===== src/rtl/membus_pkg.sv =====
// Shared types and default memory-map boundaries for the CPU memory bus controller.
package membus_pkg;

    typedef enum logic [1:0] {
        REG_ROM,
        REG_RW,
        REG_OUT,
        REG_IN
    } region_t;

    typedef enum logic [1:0] {
        ST_IDLE,
        ST_ISSUE,
        ST_RESP
    } state_t;

    localparam int unsigned ROM_TOP_DEF = 127;
    localparam int unsigned RW_TOP_DEF  = 223;
    localparam int unsigned OUT_TOP_DEF = 239;

    function automatic logic [7:0] addr_byte(input int unsigned v);
        return v[7:0];
    endfunction

endpackage


===== src/rtl/membus_decode.sv =====
// Combinational address decoder: 8-bit byte address -> memory region and port index.
// Zero latency; no flow control.
module membus_decode
    import membus_pkg::*;
#(
    parameter int unsigned ROM_TOP = ROM_TOP_DEF,
    parameter int unsigned RW_TOP  = RW_TOP_DEF,
    parameter int unsigned OUT_TOP = OUT_TOP_DEF,
    parameter int unsigned IDX_W   = 4
) (
    input  logic [7:0]       addr_i,
    output region_t          region_o,
    output logic [IDX_W-1:0] idx_o
);

    localparam logic [7:0] ROM_TOP_B = addr_byte(ROM_TOP);
    localparam logic [7:0] RW_TOP_B  = addr_byte(RW_TOP);
    localparam logic [7:0] OUT_TOP_B = addr_byte(OUT_TOP);
    localparam logic [7:0] OUT_BASE  = addr_byte(RW_TOP + 1);
    localparam logic [7:0] IN_BASE   = addr_byte(OUT_TOP + 1);

    // Regions are contiguous and ordered, so a priority chain of upper bounds is a full decode.
    always_comb begin
        region_o = REG_IN;
        idx_o    = IDX_W'(addr_i - IN_BASE);
        if (addr_i <= ROM_TOP_B) begin
            region_o = REG_ROM;
            idx_o    = '0;
        end else if (addr_i <= RW_TOP_B) begin
            region_o = REG_RW;
            idx_o    = '0;
        end else if (addr_i <= OUT_TOP_B) begin
            region_o = REG_OUT;
            idx_o    = IDX_W'(addr_i - OUT_BASE);
        end
    end

endmodule


===== src/rtl/memory_bus_ctrl.sv =====
// CPU memory bus master over ROM / RW RAM / port regions; MEMBUS_FAULT_EN flags stores to ROM/IN.
// Latency accept->rsp_valid 2 cycles; req_ready drops during ISSUE so at most one accept per 2 cycles.
module memory_bus_ctrl
    import membus_pkg::*;
#(
    parameter int unsigned ROM_TOP = ROM_TOP_DEF,
    parameter int unsigned RW_TOP  = RW_TOP_DEF,
    parameter int unsigned OUT_TOP = OUT_TOP_DEF,
    parameter int unsigned NUM_OUT = 16,
    parameter int unsigned NUM_IN  = 16
) (
    input  logic                   clk,
    input  logic                   reset_n,
    input  logic                   req_valid,
    output logic                   req_ready,
    input  logic                   req_write,
    input  logic [7:0]             req_addr,
    input  logic [7:0]             req_wdata,
    output logic                   rsp_valid,
    output logic [7:0]             rsp_rdata,
    output logic                   rsp_fault,
    output logic [7:0]             rom_addr,
    input  logic [7:0]             rom_data,
    output logic [7:0]             rw_address,
    output logic [7:0]             rw_data_in,
    output logic                   rw_write,
    input  logic [7:0]             rw_data_out,
    output logic [8*NUM_OUT-1:0]   port_out,
    input  logic [8*NUM_IN-1:0]    port_in
);

    localparam int unsigned IDX_W = $clog2((NUM_OUT > NUM_IN) ? NUM_OUT : NUM_IN);

    state_t                    state_q;
    logic                      req_ready_q;
    logic                      rsp_valid_q;
    logic                      rw_write_q;
    logic [7:0]                addr_q;
    logic [7:0]                wdata_q;
    logic                      write_q;
    region_t                   region_q;
    logic [IDX_W-1:0]          idx_q;
    logic [7:0]                in_samp_q;
    logic [NUM_OUT-1:0][7:0]   port_out_q;
    logic [NUM_IN-1:0][7:0]    port_in_a;

    region_t                   dec_region;
    logic [IDX_W-1:0]          dec_idx;
    logic                      accept;

    membus_decode #(
        .ROM_TOP (ROM_TOP),
        .RW_TOP  (RW_TOP),
        .OUT_TOP (OUT_TOP),
        .IDX_W   (IDX_W)
    ) u_decode (
        .addr_i   (req_addr),
        .region_o (dec_region),
        .idx_o    (dec_idx)
    );

    assign port_in_a = port_in;
    assign accept    = req_valid && req_ready_q;

    always_ff @(posedge clk or negedge reset_n) begin
        if (!reset_n) begin
            state_q     <= ST_IDLE;
            req_ready_q <= 1'b1;
            rsp_valid_q <= 1'b0;
            rw_write_q  <= 1'b0;
            addr_q      <= '0;
            wdata_q     <= '0;
            write_q     <= 1'b0;
            region_q    <= REG_ROM;
            idx_q       <= '0;
            in_samp_q   <= '0;
            port_out_q  <= '0;
        end else begin
            rw_write_q  <= 1'b0;
            rsp_valid_q <= 1'b0;
            case (state_q)
                ST_IDLE, ST_RESP: begin
                    if (accept) begin
                        state_q     <= ST_ISSUE;
                        req_ready_q <= 1'b0;
                        addr_q      <= req_addr;
                        wdata_q     <= req_wdata;
                        write_q     <= req_write;
                        region_q    <= dec_region;
                        idx_q       <= dec_idx;
                        rw_write_q  <= req_write && (dec_region == REG_RW);
                    end else begin
                        state_q     <= ST_IDLE;
                        req_ready_q <= 1'b1;
                    end
                end
                ST_ISSUE: begin
                    state_q     <= ST_RESP;
                    req_ready_q <= 1'b1;
                    rsp_valid_q <= 1'b1;
                    if (write_q && (region_q == REG_OUT)) begin
                        port_out_q[idx_q] <= wdata_q;
                    end
                    if (region_q == REG_IN) begin
                        in_samp_q <= port_in_a[idx_q];
                    end
                end
                default: begin
                    state_q     <= ST_IDLE;
                    req_ready_q <= 1'b1;
                end
            endcase
        end
    end

    // ROM and RAM answer one cycle after ISSUE, so load data is steered straight from their outputs.
    always_comb begin
        rsp_rdata = '0;
        if (rsp_valid_q && !write_q) begin
            case (region_q)
                REG_ROM: rsp_rdata = rom_data;
                REG_RW:  rsp_rdata = rw_data_out;
                REG_OUT: rsp_rdata = port_out_q[idx_q];
                REG_IN:  rsp_rdata = in_samp_q;
                default: rsp_rdata = '0;
            endcase
        end
    end

`ifdef MEMBUS_FAULT_EN
    assign rsp_fault = rsp_valid_q && write_q && ((region_q == REG_ROM) || (region_q == REG_IN));
`else
    assign rsp_fault = 1'b0;
`endif

    assign req_ready  = req_ready_q;
    assign rsp_valid  = rsp_valid_q;
    assign rw_write   = rw_write_q;
    assign rw_address = addr_q;
    assign rom_addr   = addr_q;
    assign rw_data_in = wdata_q;
    assign port_out   = port_out_q;

endmodule

===== config.mk =====
export PLATFORM = sky130hd
export DESIGN_NAME = memory_bus_ctrl
export DESIGN_NICKNAME = d
export VERILOG_FILES = /design/src/rtl/membus_pkg.sv /design/src/rtl/membus_decode.sv /design/src/rtl/memory_bus_ctrl.sv
export SDC_FILE = /design/constraint.sdc
export NUM_CORES = 1
export LEC_CHECK = 0
export ABC_CLOCK_PERIOD_IN_PS = 6200
export CAP_MARGIN = 20
export CORE_MARGIN = 4
export CORE_UTILIZATION = 35
export DETAILED_ROUTE_END_ITERATION = 6
export HOLD_SLACK_MARGIN = 0.08
export PLACE_DENSITY = 0.66
export SLEW_MARGIN = 25
export SYNTH_ARGS = -nofsm -noshare
export SYNTH_HDL_FRONTEND = slang
export SYNTH_HIERARCHICAL = 1
export SYNTH_SLANG_ARGS = --single-unit
export TNS_END_PERCENT = 5

===== constraint.sdc =====
create_clock -name clk -period 6.2 [get_ports clk]
set_clock_uncertainty 0.15 [all_clocks]
set_input_delay 1.55 -clock clk [delete_from_list [all_inputs] [get_ports clk]]
set_output_delay 1.55 -clock clk [all_outputs]
set_load 0.05 [all_outputs]

==> results of run 1 <==
-- cell type report --
cell class | instances | area [um2] | share of cell area [%]
clock buffers | 19 | 443 | 3.51
clock inverters | 13 | 138 | 1.09
inverters | 4 | 15.0 | 0.119
multi-input cells | 438 | 4220 | 33.4
flip-flops and latches | 163 | 4090 | 32.4
well taps | 324 | 405 | 3.21
repair buffers | 333 | 3320 | 26.3
-- cell usage after synthesis (2+ instances only) --
| master | instances | area [um2] |
|---|---|---|
| dfrtp_1 | 162 | 4050 |
| mux2_2 | 148 | 1670 |
| nand2_1 | 88 | 330 |
| mux4_2 | 41 | 923 |
| mux2i_1 | 31 | 310 |
| buf_2 | 19 | 95.1 |
| a21oi_1 | 17 | 85.1 |
| buf_4 | 13 | 97.6 |
| clkbuf_1 | 12 | 45.0 |
| nor2_1 | 10 | 37.5 |
| nand3_1 | 9 | 45.0 |
| o221ai_1 | 9 | 78.8 |
| a221o_1 | 8 | 80.1 |
| a22oi_1 | 8 | 60.1 |
| a2bb2oi_1 | 7 | 61.3 |
| a31oi_1 | 7 | 43.8 |
| buf_1 | 7 | 26.3 |
| o221a_2 | 7 | 78.8 |
| and2_1 | 5 | 31.3 |
| nor2b_1 | 5 | 31.3 |
| mux2_1 | 4 | 45.0 |
| nor2_2 | 4 | 25.0 |
| nand2_2 | 3 | 18.8 |
| nand3_2 | 3 | 30.0 |
| buf_6 | 2 | 22.5 |
| clkinv_1 | 2 | 7.51 |
| inv_1 | 2 | 7.51 |
| nand2b_1 | 2 | 12.5 |
| nor3_1 | 2 | 10.0 |
| nor3b_4 | 2 | 37.5 |
| o21ai_0 | 2 | 10.0 |
-- layer usage --
| layer | part of all wire (%) | up-vias | global-route usage [%] |
|---|---|---|---|
| met2 | 51 | 259 | 39.6 |
| met5 | 0 | - | 0 |
| met1 | 39 | 3386 | 26.1 |
| li1 | - | 3046 | - |
| met4 | 1.6 | 0 | 5.10 |
| met3 | 8.4 | 28 | 6.94 |
-- metrics by stage --
step,instance area [um2],cells,setup slack [ns]
2_1_floorplan,8590,658,1.94
3_3_place_gp,12000,1262,0.919
3_5_place_dp,12000,1262,0.939
4_1_cts,12600,1294,0.930
5_1_grt,12600,1294,0.832
6_report,12600,1294,0.988
-- critical path, delay by kind of cell --
| kind | cells | cell delay, ns |
|---|---|---|
| buffers and inverters | 2 | 1.15 |
| AOI/OAI and AO/OA | 2 | 0.55 |
| muxes | 1 | 0.26 |
-- report_power, final --
part	switching [uW]	internal, uW
clock	474	580
combinational	404	305
sequential	131	1130
total	1010	2010
-- state kept, by name (all words and copies together) (netlist names), 2 cells and up --
signal	count
port_out	128
in_samp_q	8
rom_addr	8
rw_data_in	8
idx_q	4
region_q	2
-- kinds of logic (layout without fill, tap and decap cells) --
family,count (synthesis),in the layout
buf+inv,57,369
flops,163,163
simple gates,146,146
mux,224,224
other cells,1,1
compound gates,67,67
-- final timing paths --
path	from	end	slack [ns]	cells past startpoint
max in group asynchronous	reset_n	port_out[126]$_DFFE_PN0P_	3.77	2
min	rom_addr[5]$_DFFE_PN0P_	rom_addr[5]$_DFFE_PN0P_	0.36	2
max	rw_data_out[3]	rsp_rdata[3]	0.99	5
min in group asynchronous	reset_n	port_out[105]$_DFFE_PN0P_	1.06	1
max reg2reg	idx_q[0]$_DFFE_PN0P_	port_out[47]$_DFFE_PN0P_	2.88	5
min reg2reg	rom_addr[5]$_DFFE_PN0P_	rom_addr[5]$_DFFE_PN0P_	0.36	2
==> run metrics, run 1 <==
P&R area growth vs syn 47.0%; TNS Setup 0 ns; drt wl/cell 23.6 um; CTS Buffer Depth 2; P per Cell Area 239 nW/um2; crit path kind input pin to primary output; core area 24,200 um2; Compound-Gate Fraction of Synth Area 5.99%; Adder-Cell Fraction of Synth Area 0%; Synth Net Count 822; starting density of the core 35.4%; initial antenna violation count 0; Pins Over Slew Limit 0; vias in the first global route 7,200; Post-CTS Setup Inserts 0; H-Tree Depth 4; Worst-path clk slew 0.07 ns; Via density 5.19; HPWL after DPL 22,700 um; CTS root buf clkbuf_16; cells after synthesis 658; Synth async-reset ratio 100%; main combinational cell family by area after synthesis multiplexers; Slew @ Worst Pin 0.994 ns; unrepaired setup endpoints after global routing no; Fin Hold WS 0.357 ns; Syn Area/Cell 13.1 um2; Resize count post-CTS 0; Leak Pwr 0.00532 uW; Worst slew margin 33.6%; Setup-failing EPs final 0; Nets 1,121; Cell Area, Synth 8590 um2; Seq/Total Area, Yosys 47.5%; drt drc 0; Min-Delay Path Class register to register; pin count of the biggest net entering global routing 97; GR Overflow Total 0; I/O pins 328; Final period util 84.1%; share of layout cells above drive strength 1 26.8%; Chip Width 165 um; Critical Path End Type primary output; critical path, cell by cell clkdlybuf4s50_1, mux2_2, o221ai_1, a21oi_1, clkdlybuf4s50_1; TritonCTS buffer count 17; Critical Path RT 4.50 ns; peak supply drop 0.000169 V; global router's overall resource usage 22.2%; EDFF count, synth 0; leading cell type in the layout, fill and taps excluded clkdlybuf4s50_1; max incr delay on CP 0.75 ns; Synth Flop Type dfrtp_1; minimum clock period 5.21 ns; CTS tree done; Antenna Cells 0; RePlAce Congestion 0.770; synth warn 6; first-pass GRT wire length 44,800 um; total power 3020 uW; Post-CTS Hold Fix Bufs 0; ANT nets after route 0; Fin. Hold Viols 0; Vias 6,719; die height 165 um; Clk Latency, worst-skew pair 0.42 ns; Finished Core Util 52.1%; slowest CP cell clkdlybuf4s50_1; count of clock tree sinks 163; CP startpoint kind input pin; Initial DRC Count 302; critical path's most frequent cell clkdlybuf4s50_1; post-synthesis simple-gate area fraction 8.68%; Detailed Routing Iterations Pass 1 4; Yosys cell types 48; max_cap viols 0; Synth Area in XOR/XNOR 0%; Die Area 27,100 um2; Worst Path Arrival 3.51 ns; most frequent cells in the layout clkdlybuf4s50_1, dfrtp_1, mux2_2; Peak Freq 0.192 GHz; #FFs+latches synth 163; Post-Route WL 30,600 um; post-synthesis mux area share 34.3%; Layout fillers 2,144; status complete, no violations; critical path peak fanout 1; PortBufs 326; num rows 57
(Power assumes the default switching activity.)
==> run 2, diff against run 1 <==
--- a/config.mk
+++ b/config.mk
@@ -5,13 +5,13 @@
 export SDC_FILE = /design/constraint.sdc
 export NUM_CORES = 1
 export LEC_CHECK = 0
-export ABC_CLOCK_PERIOD_IN_PS = 6200
+export ABC_CLOCK_PERIOD_IN_PS = 4700
 export CAP_MARGIN = 20
 export CORE_MARGIN = 4
 export CORE_UTILIZATION = 35
 export DETAILED_ROUTE_END_ITERATION = 6
 export HOLD_SLACK_MARGIN = 0.08
-export PLACE_DENSITY = 0.66
+export PLACE_DENSITY = 0.69
 export SLEW_MARGIN = 25
 export SYNTH_ARGS = -nofsm -noshare
 export SYNTH_HDL_FRONTEND = slang
==> constraint.sdc (replaced) <==
create_clock -name clk -period 4.7 [get_ports clk]
set_clock_uncertainty 0.15 [all_clocks]
set_input_delay 1.175 -clock clk [delete_from_list [all_inputs] [get_ports clk]]
set_output_delay 1.175 -clock clk [all_outputs]
set_load 0.05 [all_outputs]
==> run metrics, run 2 (same netlist as run 1, synthesis figures left out) <==
Worst Min Path Start rom_addr[5]$_DFFE_PN0P_; Worst Setup SP idx_q[0]$_DFFE_PN0P_; cell internal pwr 2790 uW; drt drc 0; Worst-path clk slew 0.07 ns; max incr delay on CP 0.91 ns; ANT nets after route 0; total power 4070 uW; most frequent cells in the layout clkdlybuf4s50_1, dfrtp_1, mux2_2; Setup-failing EPs final 0; TNS Setup 0 ns; max reg flops 128; critical path's most frequent cell a21oi_1; Post-CTS Hold Fix Bufs 0; count of clock tree sinks 163; vias in the first global route 7,274; share of layout cells above drive strength 1 27.5%; FF-to-FF Start idx_q[3]$_DFFE_PN0P_; Post-Route WL 30,500 um; pin count of the biggest net entering global routing 107; P_sw 1290 uW; Final period util 89.2%; Slew @ Worst Pin 0.997 ns; Detailed Routing Iterations Pass 1 7; num rows 57; clock network power share 36.2%; CP startpoint kind register; CTS Buffer Depth 2; PortBufs 326; I/O pins 328; Fin. Hold Viols 0; Post-CTS Setup Inserts 0; Pins Over Slew Limit 0; drt wl/cell 23.5 um; critical path peak fanout 37; Critical Path RT 3.38 ns; Min-Delay Path Class register to register; core area 24,200 um2; unrepaired setup endpoints after global routing no; Worst Path Arrival 2.87 ns; critical path, cell by cell nor3_1, a221o_1, a21oi_1, a21oi_1, buf_4; peak supply drop 0.000216 V; initial antenna violation count 1; HPWL after DPL 22,600 um; Die Area 27,100 um2; switching part of the total power 31.6%; crit path kind register to primary output; P per Cell Area 322 nW/um2; minimum clock period 4.19 ns; status complete, no violations; Nets 1,124; Reg power frac 40.7%; P&R area growth vs syn 47.5%; Peak Freq 0.239 GHz; max_cap viols 0; TritonCTS buffer count 17; RePlAce Congestion 0.775; Leak Pwr 0.00537 uW; starting density of the core 35.4%; slowest CP cell nor3_1; Fin Hold WS 0.351 ns; global router's overall resource usage 22.0%; leading cell type in the layout, fill and taps excluded clkdlybuf4s50_1; CTS root buf clkbuf_16; CTS tree done; Initial DRC Count 235; Resize count post-CTS 0; Worst slew margin 33.0%; first-pass GRT wire length 44,400 um; Critical Path End Type primary output; Vias 6,796; die height 165 um; GR Overflow Total 0; H-Tree Depth 4; Chip Width 165 um; Combinational Power Share 23.1%; Clk Latency, worst-skew pair 0.42 ns; Via density 5.24
-- run 2: changes by cell type in the layout (fill, tap and decap cells not counted), sizes merged --
cell,change
buf,+11
bufinv,+3
clkbuf,+1
clkdlybuf4s50,-8
clkinv,+1
clkinvlp,-1
diode,+2
inv,-5
-- run 2: area by class of cell --
type | instances | area, um2
Antenna cell | 2 | 5.00
Sequential cell | 163 | 4090
Clock buffer | 20 | 437
Multi-Input combinational cell | 438 | 4210
Clock inverter | 11 | 178
Inverter | 4 | 15.0
Fill cell | 2097 | 11600
Timing Repair Buffer | 336 | 3330
Tap cell | 324 | 405
-- run 2: metal layers --
metal  share of wire, %  GRT usage [%]
met4                2.8           7.75
met2                 50           38.1
met1                 40           26.3
met5              0.066              0
met3                7.1           6.36
-- run 2: worst paths after layout --
| kind | endpoint | slack [ns] | cells after the start |
|---|---|---|---|
| max | rsp_rdata[1] | 0.51 | 5 |
| min | rom_addr[5]$_DFFE_PN0P_ | 0.35 | 2 |
| max reg2reg | port_out[71]$_DFFE_PN0P_ | 1.59 | 4 |
| min reg2reg | rom_addr[5]$_DFFE_PN0P_ | 0.35 | 2 |
| max in group asynchronous | port_out[56]$_DFFE_PN0P_ | 2.83 | 2 |
| min in group asynchronous | rom_addr[6]$_DFFE_PN0P_ | 0.56 | 1 |
-- run 2: metrics by stage --
stage	worst slack [ns]	area [um2]	util [%]	std cells
5_1_grt	0.304	12700	52.2	1296
2_1_floorplan	1.19	8590	-	658
4_1_cts	0.475	12700	52.2	1296
3_5_place_dp	0.730	12100	49.7	1265
3_3_place_gp	0.711	12100	49.7	1265
6_report	0.510	12700	52.3	1298
-- run 2: critical path, delay by kind of cell (launching register included) --
family,cells,cell delay [ns]
AND/OR/NAND/NOR,1,0.91
flip-flops,1,0.75
AO/OA/AOI/OAI,3,0.54
buffers and inverters,1,0.24
-- run 2: power groups by stage --
stage	Combinational (uW)	Sequential (uW)	Clock, uW
final	943	1660	1480
after global routing	995	1680	1570
after CTS	954	1660	1510
after detailed placement	949	1690	0
after global placement	944	1690	0
after floorplan	429	1770	0
